### src/rtl/pixel_window.sv
// pixel_window: streaming 3x3 window generator for the intensity stage.
// Accepts raster-order 24-bit {R,G,B} pixels, keeps two line buffers and
// emits a registered 216-bit 3x3 neighbourhood for every interior pixel.
// Window packing: pixel k (row-major, k=0 top-left) at [215-24k -: 24].
// Optional feature: define PIXEL_WINDOW_COORD_EN to add the win_x/win_y
// outputs carrying the window centre, registered alongside pixelData.

module pixel_window #(
    parameter int IMG_WIDTH  = 16,
    parameter int IMG_HEIGHT = 16
) (
    input  logic                          clk,
    input  logic                          n_rst,
    input  logic [23:0]                   pixel_in,
    input  logic                          in_valid,
    input  logic                          in_sof,
    output logic                          in_ready,
    output logic [215:0]                  pixelData,
    output logic                          window_valid,
    input  logic                          window_ready
`ifdef PIXEL_WINDOW_COORD_EN
    ,
    output logic [$clog2(IMG_WIDTH)-1:0]  win_x,
    output logic [$clog2(IMG_HEIGHT)-1:0] win_y
`endif
);

    localparam int XW = $clog2(IMG_WIDTH);
    localparam int YW = $clog2(IMG_HEIGHT);

    localparam logic [XW-1:0] X_LAST = XW'(IMG_WIDTH - 1);
    localparam logic [YW-1:0] Y_LAST = YW'(IMG_HEIGHT - 1);
    localparam logic [XW-1:0] X_TWO  = XW'(2);
    localparam logic [YW-1:0] Y_TWO  = YW'(2);

    // Position of the next pixel to be accepted
    logic [XW-1:0] col_q, col_d;
    logic [YW-1:0] row_q, row_d;

    // lb0 holds row y-1, lb1 holds row y-2 (not reset)
    logic [23:0] lb0_q [IMG_WIDTH];
    logic [23:0] lb1_q [IMG_WIDTH];

    // Left and middle window columns, each {top, mid, bottom}; the right
    // column arrives with the accepted pixel, so it is never stored here.
    logic [71:0] col_l_q, col_l_d;
    logic [71:0] col_m_q, col_m_d;

    // Output register
    logic [215:0] pixel_data_q, pixel_data_d;
    logic         window_valid_q, window_valid_d;
`ifdef PIXEL_WINDOW_COORD_EN
    logic [XW-1:0] win_x_q, win_x_d;
    logic [YW-1:0] win_y_q, win_y_d;
`endif

    logic          accept;
    logic          emit;
    logic [XW-1:0] pos_x;
    logic [YW-1:0] pos_y;
    logic [23:0]   lb0_rd;
    logic [23:0]   lb1_rd;
    logic [71:0]   col_new;
    logic [215:0]  win_data;

    // Handshake, effective position (sof forces (0,0)) and window assembly
    always_comb begin
        in_ready = !window_valid_q || window_ready;
        accept   = in_valid && in_ready;
        pos_x    = in_sof ? '0 : col_q;
        pos_y    = in_sof ? '0 : row_q;
        lb0_rd   = lb0_q[pos_x];
        lb1_rd   = lb1_q[pos_x];
        col_new  = {lb1_rd, lb0_rd, pixel_in};
        emit     = accept && (pos_x >= X_TWO) && (pos_y >= Y_TWO);
        win_data = {col_l_q[71:48], col_m_q[71:48], col_new[71:48],
                    col_l_q[47:24], col_m_q[47:24], col_new[47:24],
                    col_l_q[23:0],  col_m_q[23:0],  col_new[23:0]};
    end

    // Next-state for raster counters and the column shift register
    always_comb begin
        col_d   = col_q;
        row_d   = row_q;
        col_l_d = col_l_q;
        col_m_d = col_m_q;
        if (accept) begin
            col_l_d = col_m_q;
            col_m_d = col_new;
            if (pos_x == X_LAST) begin
                col_d = '0;
                row_d = (pos_y == Y_LAST) ? '0 : pos_y + YW'(1);
            end else begin
                col_d = pos_x + XW'(1);
                row_d = pos_y;
            end
        end
    end

    // Next-state for the output register; a consume and a load in the
    // same cycle leave window_valid set with the new window.
    always_comb begin
        pixel_data_d   = emit ? win_data : pixel_data_q;
        window_valid_d = emit || (window_valid_q && !window_ready);
`ifdef PIXEL_WINDOW_COORD_EN
        win_x_d = emit ? pos_x - XW'(1) : win_x_q;
        win_y_d = emit ? pos_y - YW'(1) : win_y_q;
`endif
    end

    // State registers with asynchronous active-low reset
    always_ff @(posedge clk or negedge n_rst) begin
        if (!n_rst) begin
            col_q          <= '0;
            row_q          <= '0;
            col_l_q        <= '0;
            col_m_q        <= '0;
            pixel_data_q   <= '0;
            window_valid_q <= 1'b0;
`ifdef PIXEL_WINDOW_COORD_EN
            win_x_q        <= '0;
            win_y_q        <= '0;
`endif
        end else begin
            col_q          <= col_d;
            row_q          <= row_d;
            col_l_q        <= col_l_d;
            col_m_q        <= col_m_d;
            pixel_data_q   <= pixel_data_d;
            window_valid_q <= window_valid_d;
`ifdef PIXEL_WINDOW_COORD_EN
            win_x_q        <= win_x_d;
            win_y_q        <= win_y_d;
`endif
        end
    end

    // Line buffer update: the row above moves down, the new pixel goes in
    always_ff @(posedge clk) begin
        if (accept) begin
            lb1_q[pos_x] <= lb0_q[pos_x];
            lb0_q[pos_x] <= pixel_in;
        end
    end

    assign pixelData    = pixel_data_q;
    assign window_valid = window_valid_q;
`ifdef PIXEL_WINDOW_COORD_EN
    assign win_x        = win_x_q;
    assign win_y        = win_y_q;
`endif

endmodule
### config.mk
export PLATFORM = sky130hd
export DESIGN_NAME = pixel_window
export DESIGN_NICKNAME = d
export VERILOG_FILES = /design/src/rtl/pixel_window.sv
export SDC_FILE = /design/constraint.sdc
export NUM_CORES = 1
export LEC_CHECK = 0
export BUFFER_PORTS_ARGS = -buffer_cell sky130_fd_sc_hd__buf_2
export CAP_MARGIN = 20
export CELL_PAD_IN_SITES_DETAIL_PLACEMENT = 1
export CELL_PAD_IN_SITES_GLOBAL_PLACEMENT = 2
export CORE_MARGIN = 2
export CORE_UTILIZATION = 46
export DETAILED_ROUTE_END_ITERATION = 8
export HOLD_SLACK_MARGIN = 0.03
export PLACE_DENSITY = 0.76
export SETUP_SLACK_MARGIN = 0.3
export SLEW_MARGIN = 30
export SYNTH_ARGS = -nofsm -noshare
export SYNTH_HDL_FRONTEND = slang
export SYNTH_SLANG_ARGS = --single-unit
### constraint.sdc
create_clock -name clk -period 7.4 [get_ports clk]
set_clock_uncertainty 0.05 [all_clocks]
set_input_delay 0.37 -clock clk [delete_from_list [all_inputs] [get_ports clk]]
set_output_delay 0.37 -clock clk [all_outputs]
set_load 0.01 [all_outputs]
==> impl_metrics.env, run 1 <==
export IMPL_crit_type="flip-flop to flip-flop"
export IMPL_slowest_delay_ps=820
export IMPL_cts_setup_buffers=0
export IMPL_final_util_pct=54.2
export IMPL_clock_sinks=1137
export IMPL_post_route_min_period_ps=4110
export IMPL_io_buffers=246
export IMPL_flow_area_growth_from_synthesis_pct=16.4
export IMPL_avgSynthCellArea_sq_um=17.3
export IMPL_vdd_drop_max_mv=0.201
export IMPL_grt_max_degree=179
export IMPL_drive_gt1_share_pct=33.8
export IMPL_worst_path_most_repeated_cell="buf_4"
export IMPL_p_leak_nw=19.6
export IMPL_cts_tree="done"
export IMPL_clkPwrFrac_pct=34.2
export IMPL_die_area_sq_mm=0.0971
export IMPL_p_sw_share_pct=27.7
export IMPL_die_h_microns=312
export IMPL_routed_via_density=5.80
export IMPL_synth_nets=2544
export IMPL_drt_iter0_drc=2351
export IMPL_drt_pass1_iter_count=6
export IMPL_hold_viol=0
export IMPL_nets=2848
export IMPL_synthDistinctLibCells=45
export IMPL_start_util_pct=46.5
export IMPL_postRouteAntennaNets=0
export IMPL_fp_row_count=112
export IMPL_synth_warnings=0
export IMPL_combPwrFrac_pct=18.4
export IMPL_synth_edf_count=768
export IMPL_tightest_slew_ps=1010
export IMPL_timing_critical_path_cells="nor2b_4 > buf_4 > nand2b_1 > nor3_2 > buf_4"
export IMPL_outcome="finished clean"
export IMPL_post_dp_hpwl_mm=72.2
export IMPL_grt_pass1_wl_mm=181
export IMPL_max_slew_margin_pct=32.8
export IMPL_worstSkewPairLatency_ps=700
export IMPL_p_sw_mw=4.95
export IMPL_ctsResizeCount=0
export IMPL_core_sq_mm=0.0935
export IMPL_seqPwrFrac_pct=47.4
export IMPL_start_kind="flip-flop"
export IMPL_crit_arrival_ps=4370
export IMPL_io_pins=247
export IMPL_postCtsHoldBufs=10
export IMPL_grt_ovfl_total=0
export IMPL_rsz0062_at_grt="false"
export IMPL_vias=24200
export IMPL_hp_class="primary input to flip-flop"
export IMPL_async_flop_share_pct=32.5
export IMPL_synth_seq_cells=1137
export IMPL_path_clk_slew_ps=60
export IMPL_path_max_fanout=33
export IMPL_finalCritPeriodShare_pct=55.6
export IMPL_clockRootBuffer="clkbuf_16"
export IMPL_cts_buffer_depth=3
export IMPL_p_per_area_mw_per_mm2=352
export IMPL_routed_wl_mm=123
export IMPL_slew_viol_final=0
export IMPL_numCtsBuffers=116
export IMPL_total_power_mw=17.9
export IMPL_critPathCaptureType="flip-flop"
export IMPL_setup_violations=0
export IMPL_gp_congestion=0.787
export IMPL_die_w_microns=312
export IMPL_grt_usage_pct=25.5
export IMPL_cp_slowest_cell="nor2b_4"
export IMPL_synth_area_sq_mm=0.0435
export IMPL_wire_per_inst_microns=29.5
export IMPL_drv_cap=0
export IMPL_ys_flop_type="edfxtp_1"
export IMPL_drc=0
export IMPL_antenna_cells=0
export IMPL_cp_required_ps=7660
export IMPL_setup_tns_final_ps=0
export IMPL_grt_pass1_vias=26000
export IMPL_yosysSeqAreaShare_pct=74.2
export IMPL_antenna_found_initial=7
export IMPL_htree_levels=3
export IMPL_intPower_mw=12.9
export IMPL_fmax_ghz=0.243
export IMPL_syn_inst=2512
power by group through the flow:
| stage | clock (mW) | sequential, mW | combinational (mW) |
|---|---|---|---|
| after floorplan | 0 | 8.62 | 1.56 |
| after global placement | 0 | 8.56 | 3.20 |
| after detailed placement | 0 | 8.60 | 3.31 |
| after CTS | 6.21 | 8.48 | 3.33 |
| after global routing | 6.44 | 8.58 | 3.50 |
| final | 6.12 | 8.46 | 3.28 |
synth_stat cells (all sizes together), types with 2 or more instances:
cell / n / area [sq um]
or4b: 2 / 20.0
clkbuf: 65 / 244
buf: 83 / 427
inv: 5 / 18.8
edfxtp: 768 / 23100
or4: 2 / 15.0
a222oi: 45 / 450
nor3b: 2 / 20.0
a32o: 2 / 20.0
mux2: 353 / 3980
a211oi: 4 / 30.0
a21oi: 10 / 50.1
a221oi: 50 / 500
o21ai: 8 / 40.0
nand2: 346 / 1300
nor2b: 93 / 582
nand3: 2 / 10.0
nor4: 4 / 25.0
nand2b: 4 / 25.0
mux2i: 63 / 631
ha: 3 / 37.5
mux4: 89 / 2000
or2: 2 / 12.5
nand4b: 2 / 17.5
nor3: 8 / 40.0
and2: 3 / 18.8
nor2: 65 / 244
o22ai: 3 / 18.8
nand3b: 4 / 30.0
dfrtp: 369 / 9230
o211ai: 44 / 330
worst paths after layout:
path	from	endpoint	slack (ps)	cells after the start
max	col_q[0]	lb1_q[9][18]	3290	5
min	pixel_in[7]	col_m_q[7]	70	3
max reg2reg	col_q[0]	lb1_q[9][18]	3290	5
min reg2reg	col_l_q[24]	col_l_q[24]	420	2
max in group asynchronous	n_rst	col_l_q[27]	5700	4
min in group asynchronous	n_rst	pixelData[76]	150	2
metrics by stage:
stage | hold WS, ps | area, sq um | setup slack [ps] | cells
6_report | 65.8 | 50700 | 3290 | 4170
3_5_place_dp | 288 | 46400 | 3170 | 3937
4_1_cts | 31.1 | 50500 | 3270 | 4165
3_3_place_gp | 286 | 46400 | 3150 | 3929
2_1_floorplan | 24.4 | 43500 | 906 | 2512
5_1_grt | 48.8 | 50700 | 3040 | 4170
final cells by class:
type	instances	area, sq um
Clock buffer	159	3280
Tap cell	1254	1570
Clock inverter	59	721
Sequential cell	1137	32300
Multi-Input combinational cell	1222	10700
Inverter	5	18.8
Fill cell	8685	42800
Timing Repair Buffer	334	2080
sequential cells by signal (all words and copies together), names as in the netlist:
signal,flops
row_q,4
col_l_q,72
col_q,4
lb1_q,384
col_m_q,72
window_valid,1
lb0_q,384
pixelData,216
layer usage:
metal	track usage [%]	part of all wire (%)	vias up	wire length, microns
li1	-	-	10200	-
met1	32.9	39	12900	48300
met2	43.1	50	929	61900
met3	4.94	7.0	218	8650
met4	9.31	3.5	0	4340
met5	0	0	-	0
worst max-delay path: cells and delay by family (launching register included):
family / cells / cell delay [ps]
buffers and inverters: 2 / 1190
DFF: 1 / 630
and+or+nand+nor: 3 / 1780
cell usage in the layout (no fill, tap or decap), drive strengths merged, types with 63 or more instances in the layout:
cell type  Yosys  final
edfxtp       768    768
dfrtp        369    369
mux2         353    353
nand2        346    346
buf           83    324
clkbuf        65    159
nor2b         93     93
mux4          89     89
nor2          65     65
mux2i         63     63
logic make-up (layout without fill, tap and decap cells):
family | count (synthesis) | after routing | share of synthesized area (%)
muxes | 505 | 505 | 15.2
adders and majority gates | 3 | 3 | 0.0863
AOI/OAI and AO/OA | 174 | 174 | 3.47
buffers and inverters | 153 | 557 | 1.58
and+or+nand+nor | 540 | 540 | 5.44
DFF | 1137 | 1137 | 74.2
(Power assumes the default switching activity.)
==> run 2: changes to the inputs <==
--- a/config.mk
+++ b/config.mk
@@ -5,15 +5,16 @@
 export SDC_FILE = /design/constraint.sdc
 export NUM_CORES = 1
 export LEC_CHECK = 0
+export ABC_AREA = 1
 export BUFFER_PORTS_ARGS = -buffer_cell sky130_fd_sc_hd__buf_2
 export CAP_MARGIN = 20
 export CELL_PAD_IN_SITES_DETAIL_PLACEMENT = 1
 export CELL_PAD_IN_SITES_GLOBAL_PLACEMENT = 2
 export CORE_MARGIN = 2
-export CORE_UTILIZATION = 46
+export CORE_UTILIZATION = 36
 export DETAILED_ROUTE_END_ITERATION = 8
 export HOLD_SLACK_MARGIN = 0.03
-export PLACE_DENSITY = 0.76
+export PLACE_DENSITY = 0.72
 export SETUP_SLACK_MARGIN = 0.3
 export SLEW_MARGIN = 30
 export SYNTH_ARGS = -nofsm -noshare
==> constraint.sdc (replaced) <==
create_clock -name clk -period 3.55 [get_ports clk]
set_clock_uncertainty 0.05 [all_clocks]
set_input_delay 0.1775 -clock clk [delete_from_list [all_inputs] [get_ports clk]]
set_output_delay 0.1775 -clock clk [all_outputs]
set_load 0.01 [all_outputs]
==> impl_metrics.env, run 2 <==
export IMPL_outcome="finished clean"
export IMPL_setup_violations=0
export IMPL_core_sq_mm=0.129
export IMPL_r2r_cells=11
export IMPL_finalCritPeriodShare_pct=87.2
export IMPL_synth_common_cells="1,960 x nand2_1, 768 x edfxtp_1, 488 x nand3_1, 447 x inv_1, 369 x dfrtp_1"
export IMPL_placed_area_sq_mm=0.0508
export IMPL_yosysSeqAreaShare_pct=68.8
export IMPL_multi_input_area_sq_mm=0.0118
export IMPL_synth_top_cell_area_share_pct=49.1
export IMPL_layout_commonest_cell="nand2_1"
export IMPL_htree_levels=4
export IMPL_clkPwrFrac_pct=39.0
export IMPL_routed_via_density=4.99
export IMPL_wire_per_inst_microns=23.0
export IMPL_synth_nets=4690
export IMPL_hp_class="primary input to flip-flop"
export IMPL_vias=34000
export IMPL_clockRootBuffer="clkbuf_16"
export IMPL_yosys_top_cells_area="edfxtp_1 49%, dfrtp_1 20%, nand2_1 16%"
export IMPL_hold_worst_slack_ps=305
export IMPL_numCtsBuffers=132
export IMPL_cts_tree="done"
export IMPL_grt_pass1_vias=35000
export IMPL_clock_sinks=1137
export IMPL_path_max_fanout=23
export IMPL_routed_wl_mm=156
export IMPL_timing_rr_end="col_m_q[51]"
export IMPL_dp_cells=6530
export IMPL_cts_buffer_depth=3
export IMPL_cts_setup_buffers=0
export IMPL_syn_inst=4658
export IMPL_worstSkewPairLatency_ps=770
export IMPL_start_util_pct=36.2
export IMPL_async_flop_share_pct=32.5
export IMPL_flow_area_growth_from_synthesis_pct=17.9
export IMPL_drc=0
export IMPL_slowest_delay_ps=690
export IMPL_io_buffers=246
export IMPL_nets=4983
export IMPL_final_cell_area_sq_mm=0.0553
export IMPL_final_util_pct=42.7
export IMPL_post_route_min_period_ps=3090
export IMPL_fp_row_count=132
export IMPL_synth_warnings=0
export IMPL_cp_depth=11
export IMPL_gp_congestion=0.768
export IMPL_synthDistinctLibCells=23
export IMPL_grt_usage_pct=23.9
export IMPL_avgSynthCellArea_sq_um=10.1
export IMPL_critPathCaptureType="flip-flop"
export IMPL_critPathTopFamily="simple AND/OR/NAND/NOR gates"
export IMPL_intPower_mw=24.7
export IMPL_p_leak_nw=25.3
export IMPL_hold_viol=0
export IMPL_drt_pass1_iter_count=5
export IMPL_die_area_sq_mm=0.133
export IMPL_r2r_slack_ps=460
export IMPL_grt_ovfl_total=0
export IMPL_io_pins=247
export IMPL_crit_buf_inv=3
export IMPL_r2r_start="col_q[0]"
export IMPL_start_kind="flip-flop"
export IMPL_vdd_drop_max_mv=0.525
export IMPL_p_sw_mw=9.61
export IMPL_cp_required_ps=4150
export IMPL_cp_slowest_cell="o21ai_0"
export IMPL_grt_max_degree=106
export IMPL_path_clk_slew_ps=60
export IMPL_synth_edf_count=768
export IMPL_p_sw_share_pct=28.0
export IMPL_synth_most_common_cell="nand2_1"
export IMPL_combPwrFrac_pct=13.9
export IMPL_synth_area_sq_mm=0.0469
export IMPL_synth_seq_cells=1137
export IMPL_synth_area_leader_cell="edfxtp_1"
export IMPL_rsz0062_at_grt="false"
export IMPL_crit_type="flip-flop to flip-flop"
export IMPL_crit_arrival_ps=3700
export IMPL_min_delay_start="pixel_in[21]"
export IMPL_post_dp_hpwl_mm=94.0
export IMPL_die_w_microns=365
export IMPL_drt_iter0_drc=3011
export IMPL_dp_slack_ps=503
export IMPL_postRouteAntennaNets=0
export IMPL_timing_critical_path_cells="inv_1 > nor2_4 > buf_4 > nand2_1 > nand3_1 > nand2_1 > nand2_1 > nand2_1 > o21ai_0 > buf_4 > nand2_1"
export IMPL_holdPathStages=2
export IMPL_fin_ws_ps=455
export IMPL_antenna_found_initial=11
export IMPL_seqCellArea_sq_mm=0.0323
export IMPL_max_slew_margin_pct=41.1
export IMPL_die_h_microns=365
export IMPL_ys_flop_type="edfxtp_1"
export IMPL_p_per_area_mw_per_mm2=620
export IMPL_slew_viol_final=0
export IMPL_fin_cells=6803
export IMPL_worst_path_most_repeated_cell="nand2_1"
export IMPL_fmax_ghz=0.323
export IMPL_drive_gt1_share_pct=12.0
export IMPL_final_cell_mix="1,959 x nand2_1, 768 x edfxtp_1, 488 x nand3_1"
export IMPL_grt_pass1_wl_mm=233
export IMPL_worstHoldEndpoint="lb0_q[15][21]"
export IMPL_fillers=14500
export IMPL_seqPwrFrac_pct=47.1
export IMPL_tightest_slew_ps=875
export IMPL_drv_cap=0
## run 2: cell count changes after synthesis, sizes merged, moves of 93 or more
cell	change
nand2	+1618
buf	+101
inv	+446
o21ai	+288
mux2	-353
nand3	+486
nor2b	-93
## run 2: kinds of logic (layout without fill, tap and decap cells)
kind of cell / count (synthesis) / in the layout / share of synthesized area, %
AND/OR/NAND/NOR: 2506 / 2506 / 21.5
flip-flops: 1137 / 1137 / 68.8
buffers and inverters: 710 / 1111 / 6.31
AO/OA/AOI/OAI: 301 / 301 / 3.21
adder cells (fa/ha/maj): 3 / 3 / 0.0800
XOR/XNOR: 1 / 1 / 0.0187
other: 0 / 2 / 0
## run 2: per-stage QoR
step / power (mW) / setup TNS [ps]
3_5_place_dp: 21.2 / 0
5_1_grt: 35.8 / 0
3_3_place_gp: 21.1 / 0
4_1_cts: 34.7 / 0
6_report: 34.3 / 0
2_1_floorplan: 18.6 / -142080
## run 2: area by class of cell
cell class,instances,share of cell area (%)
multi-input cells,2811,21.4
clock buffers,188,6.72
inverters,451,3.10
repair buffers,418,5.51
clock inverters,54,0.912
flip-flops and latches,1137,58.4
diodes,2,0.00905
well taps,1742,3.94
## run 2: what timing repair did
| item | CTS | global route |
|---|---|---|
| hold endpoints to repair | 665 | 0 |
| gates resized for setup | 0 | 0 |
| hold buffers | 29 | 0 |
## run 2: power by group through the flow
stage | clock network [mW] | logic [mW] | registers, mW
floorplan | 0 | 2.28 | 16.3
global placement | 0 | 4.68 | 16.4
detailed placement | 0 | 4.78 | 16.4
CTS | 13.7 | 4.83 | 16.2
global route | 14.2 | 5.31 | 16.3
finish | 13.4 | 4.75 | 16.1
## run 2: worst max path at each step
stage	end	slack [ps]	from
after floorplan	lb0_q[10][0]	-210	window_valid
after global placement	lb0_q[8][15]	540	in_sof
after detailed placement	pixelData[173]	500	in_sof
after CTS	lb1_q[5][23]	530	col_q[0]
after global routing	col_m_q[51]	330	col_q[0]
final	col_m_q[51]	460	col_q[0]
## run 2: routing by layer
layer  vias to the layer above  wire length (microns)  track usage, %  share of wire [%]
met5                         -                     66               0              0.042
met4                        10                   3790            7.17                2.4
met3                       212                  10300            4.88                6.6
met2                       912                  70800            37.5                 45
met1                     17100                  71600            33.3                 46
li1                      15700                      -               -                  -
